**src/rtl/approx_mult_pkg.sv**
```systemverilog
// Shared sizing helpers and a bit-level reference model for the approximate multiplier.
package approx_mult_pkg;

    function automatic int unsigned calc_kw(input int unsigned n);
        return $clog2(2 * n + 1);
    endfunction

    function automatic int unsigned clamp_k(input int unsigned k, input int unsigned n);
        return (k > 2 * n) ? 2 * n : k;
    endfunction

    // Columns below keff are ORed, everything at or above keff is summed exactly.
    function automatic logic [63:0] approx_mul_ref(input logic [31:0] a, input logic [31:0] b,
                                                   input int unsigned k, input int unsigned n);
        int unsigned keff;
        logic [63:0] upper;
        logic [63:0] lower;
        keff  = clamp_k(k, n);
        upper = '0;
        lower = '0;
        for (int unsigned i = 0; i < n; i++) begin
            for (int unsigned j = 0; j < n; j++) begin
                if (a[i] && b[j]) begin
                    if (i + j >= keff) upper = upper + (64'd1 << (i + j));
                    else               lower[i + j] = 1'b1;
                end
            end
        end
        return upper | lower;
    endfunction

endpackage

```
**src/rtl/approx_csa_tree.sv**
```systemverilog
// Carry-save reduction of N shifted partial-product rows into a sum/carry pair.
module approx_csa_tree #(
    parameter int unsigned N = 8
) (
    input  logic [N-1:0][2*N-1:0] rows_i,
    output logic [2*N-1:0]        sum_o,
    output logic [2*N-1:0]        carry_o
);
    localparam int unsigned PW = 2 * N;

    logic [N-1:0][PW-1:0] s_acc;
    logic [N-1:0][PW-1:0] c_acc;
    logic [N-1:0][PW-1:0] maj;

    assign s_acc[0] = rows_i[0];
    assign c_acc[0] = '0;
    assign maj[0]   = '0;

    // Each step is a row of exact full adders folding one more row into the pair.
    // Dropping the carry out of the top column is safe: the true total fits in 2N bits.
    for (genvar j = 1; j < N; j++) begin : g_csa
        assign s_acc[j] = s_acc[j-1] ^ c_acc[j-1] ^ rows_i[j];
        assign maj[j]   = (s_acc[j-1] & c_acc[j-1]) | (s_acc[j-1] & rows_i[j]) |
                          (c_acc[j-1] & rows_i[j]);
        assign c_acc[j] = {maj[j][PW-2:0], 1'b0};
    end

    assign sum_o   = s_acc[N-1];
    assign carry_o = c_acc[N-1];

endmodule

```
**src/rtl/approx_mult_pipe.sv**
```systemverilog
// Three-stage streaming N x N multiplier with per-transaction lower-part-OR approximation depth.
module approx_mult_pipe
    import approx_mult_pkg::*;
#(
    parameter int unsigned N     = 8,
    parameter int unsigned KW    = calc_kw(N),
    parameter int unsigned CNT_W = 32
) (
    input  logic             clk,
    input  logic             rst_n,
    input  logic             in_valid,
    output logic             in_ready,
    input  logic [N-1:0]     in_a,
    input  logic [N-1:0]     in_b,
    input  logic [KW-1:0]    in_k,
    output logic             out_valid,
    input  logic             out_ready,
    output logic [2*N-1:0]   out_p,
    output logic [KW-1:0]    out_k,
    output logic [CNT_W-1:0] approx_cnt
);
    localparam int unsigned PW = 2 * N;

    logic             s0_valid_q, s1_valid_q, s2_valid_q;
    logic [N-1:0]     s0_a_q, s0_b_q;
    logic [KW-1:0]    s0_k_q, s1_k_q, s2_k_q;
    logic [PW-1:0]    s1_sum_q, s1_carry_q, s1_lower_q;
    logic [PW-1:0]    s2_p_q;
    logic [CNT_W-1:0] cnt_q;

    logic             s0_en, s1_en, s2_en, out_xfer;
    logic [KW-1:0]    keff_d;
    logic [PW-1:0]    upper_mask, lower_or, lower_d, p_d, csa_sum, csa_carry;
    logic [N-1:0][PW-1:0] rows_raw, rows_up;

    // A stage may load when it is empty or its contents move on this cycle.
    assign s2_en    = !s2_valid_q || out_ready;
    assign s1_en    = !s1_valid_q || s2_en;
    assign s0_en    = !s0_valid_q || s1_en;
    assign in_ready = s0_en;
    assign out_xfer = s2_valid_q && out_ready;

    assign keff_d = KW'(clamp_k(32'(in_k), N));

    always_comb begin
        upper_mask = {PW{1'b1}} << s0_k_q;
        lower_or   = '0;
        for (int j = 0; j < N; j++) begin
            rows_raw[j] = s0_b_q[j] ? (PW'(s0_a_q) << j) : '0;
            rows_up[j]  = rows_raw[j] & upper_mask;
            lower_or    = lower_or | rows_raw[j];
        end
        lower_d = lower_or & ~upper_mask;
    end

    approx_csa_tree #(
        .N (N)
    ) u_csa_tree (
        .rows_i  (rows_up),
        .sum_o   (csa_sum),
        .carry_o (csa_carry)
    );

    // Upper part is zero below keff, so OR-ing in the lower vector is a plain merge.
    assign p_d = (s1_sum_q + s1_carry_q) | s1_lower_q;

    always_ff @(posedge clk) begin
        if (!rst_n) begin
            s0_valid_q <= 1'b0;
            s1_valid_q <= 1'b0;
            s2_valid_q <= 1'b0;
            s0_a_q     <= '0;
            s0_b_q     <= '0;
            s0_k_q     <= '0;
            s1_k_q     <= '0;
            s2_k_q     <= '0;
            s1_sum_q   <= '0;
            s1_carry_q <= '0;
            s1_lower_q <= '0;
            s2_p_q     <= '0;
            cnt_q      <= '0;
        end else begin
            if (s0_en) begin
                s0_valid_q <= in_valid;
                if (in_valid) begin
                    s0_a_q <= in_a;
                    s0_b_q <= in_b;
                    s0_k_q <= keff_d;
                end
            end
            if (s1_en) begin
                s1_valid_q <= s0_valid_q;
                if (s0_valid_q) begin
                    s1_sum_q   <= csa_sum;
                    s1_carry_q <= csa_carry;
                    s1_lower_q <= lower_d;
                    s1_k_q     <= s0_k_q;
                end
            end
            if (s2_en) begin
                s2_valid_q <= s1_valid_q;
                if (s1_valid_q) begin
                    s2_p_q <= p_d;
                    s2_k_q <= s1_k_q;
                end
            end
            if (out_xfer && (s2_k_q != '0)) cnt_q <= cnt_q + CNT_W'(1);
        end
    end

    assign out_valid  = s2_valid_q;
    assign out_p      = s2_p_q;
    assign out_k      = s2_k_q;
    assign approx_cnt = cnt_q;

endmodule

```
**config.mk**
```make
export PLATFORM = sky130hd
export DESIGN_NAME = approx_mult_pipe
export DESIGN_NICKNAME = d
export VERILOG_FILES = /design/src/rtl/approx_mult_pkg.sv /design/src/rtl/approx_csa_tree.sv /design/src/rtl/approx_mult_pipe.sv
export SDC_FILE = /design/constraint.sdc
export NUM_CORES = 1
export LEC_CHECK = 0
export ABC_AREA = 1
export ABC_CLOCK_PERIOD_IN_PS = 13100
export BUFFER_PORTS_ARGS = -buffer_cell sky130_fd_sc_hd__buf_2
export CAP_MARGIN = 20
export CORE_ASPECT_RATIO = 1.2
export CORE_UTILIZATION = 35
export CTS_BUF_LIST = sky130_fd_sc_hd__clkbuf_4
export CTS_CLUSTER_DIAMETER = 150
export CTS_CLUSTER_SIZE = 8
export DETAILED_ROUTE_END_ITERATION = 16
export HOLD_SLACK_MARGIN = 0.02
export PLACE_DENSITY_LB_ADDON = 0.25
export SLEW_MARGIN = 0
export SYNTH_ARGS = -nofsm -noshare
export SYNTH_HDL_FRONTEND = slang
export SYNTH_SLANG_ARGS = --single-unit
export TNS_END_PERCENT = 50
```
**constraint.sdc**
```tcl
create_clock -name clk -period 13.1 [get_ports clk]
set_clock_uncertainty 0.05 [all_clocks]
set_input_delay 2.62 -clock clk [delete_from_list [all_inputs] [get_ports clk]]
set_output_delay 2.62 -clock clk [all_outputs]
set_load 0.05 [all_outputs]
```
==> results of run 1 <==
[where the power goes]
group	internal (uW)	switching [uW]	leakage [uW]
clock	155	148	0.000172
sequential	376	21.3	0.000972
combinational	34.4	71.2	0.00225
total	566	240	0.00339
[state kept, by name, summed over array words and instances, names as in the netlist]
| register | count |
|---|---|
| s1_carry_q | 7 |
| s1_lower_q | 15 |
| s0_b_q | 8 |
| s1_sum_q | 15 |
| s0_valid_q | 1 |
| out_p | 16 |
| out_k | 5 |
| approx_cnt | 32 |
| out_valid | 1 |
| s1_k_q | 5 |
| s1_valid_q | 1 |
| s0_a_q | 8 |
| s0_k_q | 5 |
[metrics by stage]
step	area (sq um)	total power (uW)
final	8090	806
after global routing	8090	852
after floorplan	7200	482
after global placement	7770	511
after detailed placement	7770	512
after CTS	8090	819
[routing by layer]
metal / vias to the layer above / share of wire / wire [microns]
li1: 3398 / - / -
met2: 175 / 0.48 / 9050
met4: 0 / 0.020 / 370
met3: 25 / 0.045 / 856
met5: - / 0 / 0
met1: 3068 / 0.46 / 8680
[critical path, delay by kind of cell]
kind | cells | cell delay [ns]
simple gates | 1 | 0.18
buf+inv | 3 | 0.45
[final cells by class]
cell class	instances	area (sq um)
diodes	1	2.50
clock buffers	19	143
clock inverters	13	180
fillers	2186	12100
inverters	115	433
multi-input cells	751	4190
flip-flops and latches	119	2380
well taps	265	332
repair buffers	84	433
[cell usage in the layout, fill, tap and decap left out, types with 2 or more instances in the layout]
| cell | instances |
|---|---|
| nand2_1 | 219 |
| nor2_1 | 188 |
| dfxtp_1 | 119 |
| inv_1 | 106 |
| o21ai_0 | 81 |
| buf_2 | 79 |
| a21oi_1 | 66 |
| nand3_1 | 64 |
| fa_1 | 43 |
| clkbuf_4 | 19 |
| nor3_1 | 16 |
| ha_1 | 15 |
| nand4_1 | 13 |
| inv_2 | 8 |
| nor2_4 | 7 |
| nand2_2 | 5 |
| buf_4 | 5 |
| nor2_2 | 4 |
| a22oi_1 | 4 |
| o211ai_1 | 4 |
| bufinv_16 | 4 |
| clkinv_4 | 4 |
| o21ai_1 | 3 |
| clkinv_2 | 3 |
| xnor2_1 | 3 |
| a22o_1 | 2 |
| a211oi_1 | 2 |
| nand3_4 | 2 |
| clkinv_1 | 2 |
[worst max path at each step]
stage | slack (ns) | from | end
floorplan | 7.24 | out_ready | in_ready
global placement | 7.17 | out_ready | in_ready
finish | 7.18 | out_ready | in_ready
CTS | 7.17 | out_ready | in_ready
global route | 7.11 | out_ready | in_ready
detailed placement | 7.17 | out_ready | in_ready
[cells by family (layout without fill, tap and decap cells)]
kind of cell | Yosys count | after routing
flip-flops | 119 | 119
adder cells (fa/ha/maj) | 58 | 58
AO/OA/AOI/OAI | 168 | 168
buffers and inverters | 163 | 231
AND/OR/NAND/NOR | 522 | 522
XOR/XNOR | 3 | 3
other | 0 | 1
==> flow_metrics.tcl, run 1 <==
set metrics [dict create \
    status "finished, final reports clean" \
    track_usage 0.188 \
    synth_ff_type "dfxtp_1" \
    clockBufferDepth 2 \
    synth_edf_count 0 \
    peakVddDrop_v 0.0000447 \
    ys_ff_latch 119 \
    cts_hold_buffers 0 \
    gr-usage-met3 0.0366 \
    grt_pass1_wl_mm 31.7 \
    r2r_cells 18 \
    dp_hpwl_mm 13.7 \
    synth_top_cell_by_area "dfxtp_1" \
    hold_slack_ns 0.420 \
    finalMaxSlewViolations 0 \
    numCtsBuffers 17 \
    synth_top_family_by_area "simple AND/OR/NAND/NOR gates" \
    r2r_start "s0_k_q[3]" \
    cts_tree "built" \
    rsz0062_at_grt "no" \
    grt-busiest-layer "met2" \
    worstMarginPinSlew_ns 0.825 \
    cp.arrival_ns 3.25 \
    place.gp.congestion 0.877 \
    slew_headroom 0.450 \
    min_path_type "flop to flop" \
    min_from "s1_k_q[4]" \
    top_level_ports 80 \
    numClockSinks 119 \
    viasPerCell 4.88 \
    avgSynthCellArea_sq_um 6.97 \
    place.port_buffers 79 \
    cap_violations 0 \
    synth_area_sq_mm 0.00720 \
    async_flop_share 0 \
    instances_no_fill 1367 \
    synthXorXnorAreaFrac 0.00365 \
    powerDensity_mw_per_mm2 99.6 \
    path_max_fanout 3 \
    wl_mm 19.0 \
    nets 1171 \
    cts_resized 0 \
    timing.rr.end "s1_sum_q[7]" \
    synthCells 1033 \
    insertion_delay_ns 0.55 \
    root_buffer "clkbuf_4" \
    antenna_left 0 \
    drive_above_1_share 0.132 \
    hold_viol 0 \
    syn-num-nets 1116 \
    synth_mux_area_frac 0 \
    worstSetupEndpointType "primary output" \
    tns_ns 0 \
    synth_commonest_cells "nand2_1 (219), nor2_1 (188), dfxtp_1 (119)" \
    synth_compound_area_frac 0.124 \
    grt_antenna_before_repair 1 \
    post_cts_buffers 0 \
    critPathSlowestCell "buf_2" \
    yosysWarnings 0 \
    yosysUniqueCellTypes 36 \
    yosys-top-cells-area "dfxtp_1 (33%), fa_1 (12%), nand2_1 (11%)" \
    synth.top_cell.area_share 0.331 \
    use_met2 0.319 \
    die_x_microns 133 \
    cp_cell_sequence "buf_2 > inv_1 > nand4_1 > buf_2" \
    die_area_sq_mm 0.0212 \
    synth.most_common_cell "nand2_1" \
    die_h_microns 159 \
    grt_max_degree 89 \
    wl_per_cell_microns 13.9 \
    setup_viol 0 \
    drt_iter0_drc 372 \
    fmax_mhz 169 \
    overflow 0 \
    grt_use_met1 0.236 \
    core_area_sq_mm 0.0202 \
    htreeDepth 4 \
    post-place-ws_ns 7.17 \
    worstSetupPathType "input pin to primary output" \
    route.detailed.drc 0 \
    clk_pin_slew_ns 0.10 \
    worst_path_most_repeated_cell "buf_2" \
    r2r_slack_ns 8.13 \
    dp_cells 1334 \
    num_vias 6666 \
    min_path_cells 2 \
    final.period_utilization 0.452 \
    first_global_vias 6348 \
    layout_setup_ws_ns 7.18 \
    synth_adder_area_share 0.146 \
    num_rows 57 \
    synth_simple_gate_area_share 0.308 \
    area_growth_pct 12.3 \
    min_period_ns 5.92 \
    power.leakage_uw 0.00339 \
    min_to "s1_k_q[4]" \
    start_util 0.357 \
    critPathMaxStageDelay_ns 0.27 \
    ys_seq_area_frac 0.331 \
    setup.worst_path.start_class "input pin" \
    drt_pass1_iterations 5 \
    required_ns 10.43 \
    final_core_util 0.401 \
]
(Power assumes the default switching activity.)
==> run 2, diff against run 1 <==
ABC_CLOCK_PERIOD_IN_PS = 5900   (was 13100)
clock period = 5.9 ns   (was 13.1 ns; I/O delays follow)
==> run 2 against run 1 <==
Effect of this change: cell count stayed put; sequential cell count stayed put; routed wire length is 0.47% higher; die area stayed put; count of clock-buffer cells in the layout is 2 higher; via count is 0.72% higher; clock power is 100% higher; combinational power is 130% higher; largest cell class unchanged; largest power group unchanged.
==> flow_metrics.tcl, run 2 (synthesized netlist as in run 1, its figures left out) <==
set metrics [dict create \
    status "finished, final reports clean" \
    cts_resized 0 \
    peakVddDrop_v 0.0000912 \
    die_area_sq_mm 0.0212 \
    wl_per_cell_microns 13.9 \
    min_from "s1_k_q[3]" \
    antenna_left 0 \
    power.leakage_uw 0.00338 \
    drive_above_1_share 0.131 \
    clk_pin_slew_ns 0.11 \
    area_growth_pct 11.9 \
    cts_hold_buffers 0 \
    core_area_sq_mm 0.0202 \
    min_path_cells 2 \
    min_period_ns 4.95 \
    route.detailed.drc 0 \
    grt_max_degree 65 \
    start_util 0.357 \
    hold_slack_ns 0.422 \
    viasPerCell 4.91 \
    insertion_delay_ns 0.53 \
    path_max_fanout 10 \
    r2r_cells 18 \
    num_rows 57 \
    root_buffer "clkbuf_4" \
    drt_iter0_drc 353 \
    rsz0062_at_grt "no" \
    final.period_utilization 0.839 \
    min_to "s1_k_q[3]" \
    first_global_vias 6434 \
    wl_mm 19.0 \
    track_usage 0.189 \
    instances_no_fill 1367 \
    mostFrequentLayoutCells "nand2_1 (219), nor2_1 (188), dfxtp_1 (119), inv_1 (106), o21ai_0 (81)" \
    overflow 0 \
    cap_violations 0 \
    finalMaxSlewViolations 0 \
    r2r_slack_ns 0.95 \
    timing.rr.end "s1_sum_q[7]" \
    num_vias 6714 \
    r2r_start "s0_k_q[3]" \
    worstMarginPinSlew_ns 0.812 \
    dp_cells 1335 \
    min_path_type "flop to flop" \
    hold_viol 0 \
    grt_antenna_before_repair 1 \
    nets 1172 \
    required_ns 6.27 \
    numClockSinks 119 \
    place.gp.congestion 0.918 \
    tns_ns 0 \
    grt_pass1_wl_mm 31.6 \
    setup.worst_path.start_class "flop" \
    final_common_cell "nand2_1" \
    cts_tree "built" \
    htreeDepth 4 \
    clockBufferDepth 2 \
    post_cts_buffers 0 \
    top_level_ports 80 \
    fmax_mhz 202 \
    setup_viol 0 \
    largest_reg_flops 32 \
    die_h_microns 159 \
    numCtsBuffers 17 \
    place.port_buffers 79 \
    startpoint "s0_k_q[3]" \
    dp_hpwl_mm 14.1 \
    die_x_microns 133 \
    drt_pass1_iterations 6 \
    powerDensity_mw_per_mm2 215 \
    worstSetupPathType "flop to flop" \
    slew_headroom 0.457 \
    worstSetupEndpointType "flop" \
    cp.arrival_ns 5.32 \
]
## run 2: changes by cell type in the layout (fill, tap and decap cells not counted)
cell and change:
clkinv_4 -3, clkbuf_4 +2, buf_4 +1, bufinv_16 -1
clkinv_1 +1, clkinv_2 -1, clkinvlp_4 +1
## run 2: cell type report
type                            instances  area (sq um)
Inverter                              115           433
Fill cell                            2150         12100
Tap cell                              265           332
Multi-Input combinational cell        751          4190
Clock buffer                           21           158
Timing Repair Buffer                   85           440
Antenna cell                            1          2.50
Clock inverter                         10           130
Sequential cell                       119          2380
## run 2: through the flow
stage	area, sq um	setup WS, ns	power, uW	utilization
CTS	8060	0.993	1760	0.399
finish	8060	0.951	1740	0.400
floorplan	7200	1.30	1070	-
global placement	7770	1.11	1140	0.385
global route	8060	0.745	1840	0.400
detailed placement	7770	1.03	1140	0.385
## run 2: worst max-delay path by stage
| stage | endpoint | slack [ns] | cells after the start |
|---|---|---|---|
| 3_5_place_dp | s1_sum_q[7] | 1.03 | 18 |
| 3_3_place_gp | s1_sum_q[7] | 1.11 | 18 |
| 2_1_floorplan | s1_sum_q[7] | 1.30 | 18 |
| 4_1_cts | s1_sum_q[7] | 0.99 | 18 |
| 6_report | s1_sum_q[7] | 0.95 | 18 |
| 5_1_grt | s1_sum_q[7] | 0.74 | 18 |
## run 2: routing by layer
layer	GRT usage	wire length, microns	share of wire
met2	0.329	9320	0.49
met3	0.0404	830	0.044
met5	0	0	0
met1	0.224	8380	0.44
met4	0.0752	518	0.027
## run 2: critical path, cell delays in order, from the launching register on
cell     delay, ns
dfxtp_1       0.38
nor2_2        0.37
inv_1         0.19
nor2_1        0.21
inv_1         0.10
nor2_1        0.11
ha_1          0.15
inv_1         0.05
fa_1          0.41
fa_1          0.52
inv_1         0.06
fa_1          0.53
inv_1         0.05
fa_1          0.44
fa_1          0.51
inv_1         0.05
fa_1          0.45
o21ai_0       0.16
nor2_1        0.05
## run 2: where the power goes
group / internal (uW) / total, uW / switching [uW]
clock network: 306 / 618 / 312
registers: 836 / 879 / 43.6
logic: 77.0 / 240 / 163
==> run 3, diff against run 2 <==
ABC_CLOCK_PERIOD_IN_PS = 4010   (was 5900)
clock period = 4.01 ns   (was 5.9 ns; I/O delays follow)
==> run 3 against run 2 <==
Effect of this change: the run now ends with negative setup slack left; count of clock-buffer cells in the layout is 3 lower; sequential power is 44% higher; cell count is 3.4% higher; non-clock buffer count is 45 higher; largest cell class unchanged.
==> flow_metrics.tcl, run 3 (synthesized netlist as in run 1, its figures left out) <==
set metrics [dict create \
    insertion_delay_ns 0.55 \
    worstSetupPathType "flop to flop" \
    root_buffer "clkbuf_4" \
    layout_setup_ws_ns -0.377 \
    worstSetupEndpointType "flop" \
    num_rows 57 \
    required_ns 4.36 \
    route.detailed.drc 0 \
    die_h_microns 159 \
    top_level_ports 80 \
    mostFrequentLayoutCells "nand2_1 (218), nor2_1 (184), dfxtp_1 (114), inv_1 (102)" \
    r2r_start "s0_k_q[3]" \
    min_path_cells 2 \
    place.port_buffers 79 \
    hold_slack_ns 0.419 \
    setup_viol 11 \
    area_growth_pct 17.3 \
    setup.worst_path.start_class "flop" \
    core_area_sq_mm 0.0202 \
    min_to "s1_k_q[3]" \
    fin_area_sq_mm 0.00845 \
    hold_viol 0 \
    cts_hold_buffers 0 \
    cp_cell_sequence "nor2_4 > buf_4 > nor2_1 > inv_1 > nand3_1 > fa_1 > fa_2 > fa_1 > fa_1 > inv_1 > fa_1 > inv_1 > fa_1 > a21oi_1" \
    viasPerCell 4.82 \
    numClockSinks 119 \
    largest_reg_flops 32 \
    powerDensity_mw_per_mm2 302 \
    dp_hpwl_mm 14.4 \
    cp.arrival_ns 4.74 \
    timing.rr.end "s1_sum_q[8]" \
    min_path_type "flop to flop" \
    start_util 0.357 \
    min_period_ns 4.39 \
    final_common_cell "nand2_1" \
    first_global_vias 6588 \
    multi_input_area_sq_mm 0.00424 \
    peakVddDrop_v 0.000144 \
    drive_above_1_share 0.188 \
    drt_pass1_iterations 5 \
    cts_tree "built" \
    num_vias 6815 \
    track_usage 0.189 \
    die_x_microns 133 \
    critPathMaxStageDelay_ns 0.55 \
    overflow 0 \
    die_area_sq_mm 0.0212 \
    post-place-ws_ns -0.366 \
    tns_ns -2.46 \
    antenna_left 0 \
    path_max_fanout 6 \
    nFillCells 2190 \
    drt_iter0_drc 365 \
    worst_path_most_repeated_cell "fa_1" \
    r2r_slack_ns -0.38 \
    violations "negative setup slack" \
    placed_area_sq_mm 0.00815 \
    instances_no_fill 1413 \
    final.period_utilization 1.09 \
    numCtsBuffers 17 \
    rsz0062_at_grt "yes" \
    dp_cells 1379 \
    cap_violations 0 \
    htreeDepth 4 \
    clockBufferDepth 2 \
    grt_max_degree 88 \
    worstMarginPinSlew_ns 0.805 \
    r2r_cells 14 \
    min_from "s1_k_q[3]" \
    fmax_mhz 228 \
    wl_per_cell_microns 13.5 \
    place.gp.congestion 0.874 \
    clk_pin_slew_ns 0.11 \
    slew_headroom 0.463 \
    nets 1217 \
    seqCellArea_sq_mm 0.00239 \
    finalMaxSlewViolations 0 \
    power.leakage_uw 0.00358 \
    grt_pass1_wl_mm 31.6 \
    wl_mm 19.1 \
    status "finished with violations" \
    critPathSlowestCell "fa_2" \
    grt_antenna_before_repair 1 \
]
[run 3: changes by cell type in the layout (fill, tap and decap cells not counted), sizes merged]
cell and delta:
clkbuf -3, clkinv +2, clkinvlp +2, inv +1
bufinv -1, buf +45
[run 3: area by class of cell]
class | count | share of cell area
Clock inverter | 14 | 0.0158
Tap cell | 265 | 0.0392
Antenna cell | 1 | 0.000296
Multi-Input combinational cell | 751 | 0.501
Sequential cell | 119 | 0.283
Clock buffer | 18 | 0.0160
Inverter | 115 | 0.0515
Timing Repair Buffer | 130 | 0.0929
[run 3: power by group]
group	switching, uW	leakage (uW)	internal [uW]	total, uW
clock network	483	0.000137	368	852
registers	42.1	0.000975	1230	1270
logic	273	0.00247	153	426
[run 3: per-layer routing]
metal  vias up  GRT usage  part of all wire
met5         -          0                 0
met3        28     0.0382             0.037
met1      3158      0.225              0.45
met2       131      0.329              0.49
li1       3498          -                 -
met4         0     0.0768             0.024
[run 3: worst max path at each step]
stage,startpoint,end,slack (ns),cells after the start
after CTS,s0_k_q[3],s1_sum_q[7],-0.38,18
after detailed placement,s0_k_q[4],s1_sum_q[8],-0.37,14
after global placement,s0_k_q[4],s1_sum_q[8],-0.31,14
after global routing,s0_k_q[4],s1_sum_q[7],-0.57,14
final,s0_k_q[3],s1_sum_q[8],-0.38,14
after floorplan,s0_k_q[4],s1_sum_q[7],-0.26,18
[run 3: through the flow]
stage,utilization,power [uW]
final,0.419,2550
after global routing,0.419,2700
after CTS,0.419,2590
after detailed placement,0.404,1720
after global placement,0.403,1720
after floorplan,-,1580
[run 3: critical path, delay by kind of cell, from the launching register on]
family	cells	cell delay, ns
compound gates	1	0.05
fa+ha+maj	6	3.06
buf+inv	4	0.37
flops	1	0.35
simple gates	3	0.35
[run 3: what timing repair did]
| action | 4_1_cts | 5_1_grt |
|---|---|---|
| gates resized for setup | 10 | 3 |
| setup buffers | 1 | 0 |
| pin swaps | 2 | 0 |
| setup endpoints to repair | 13 | 13 |
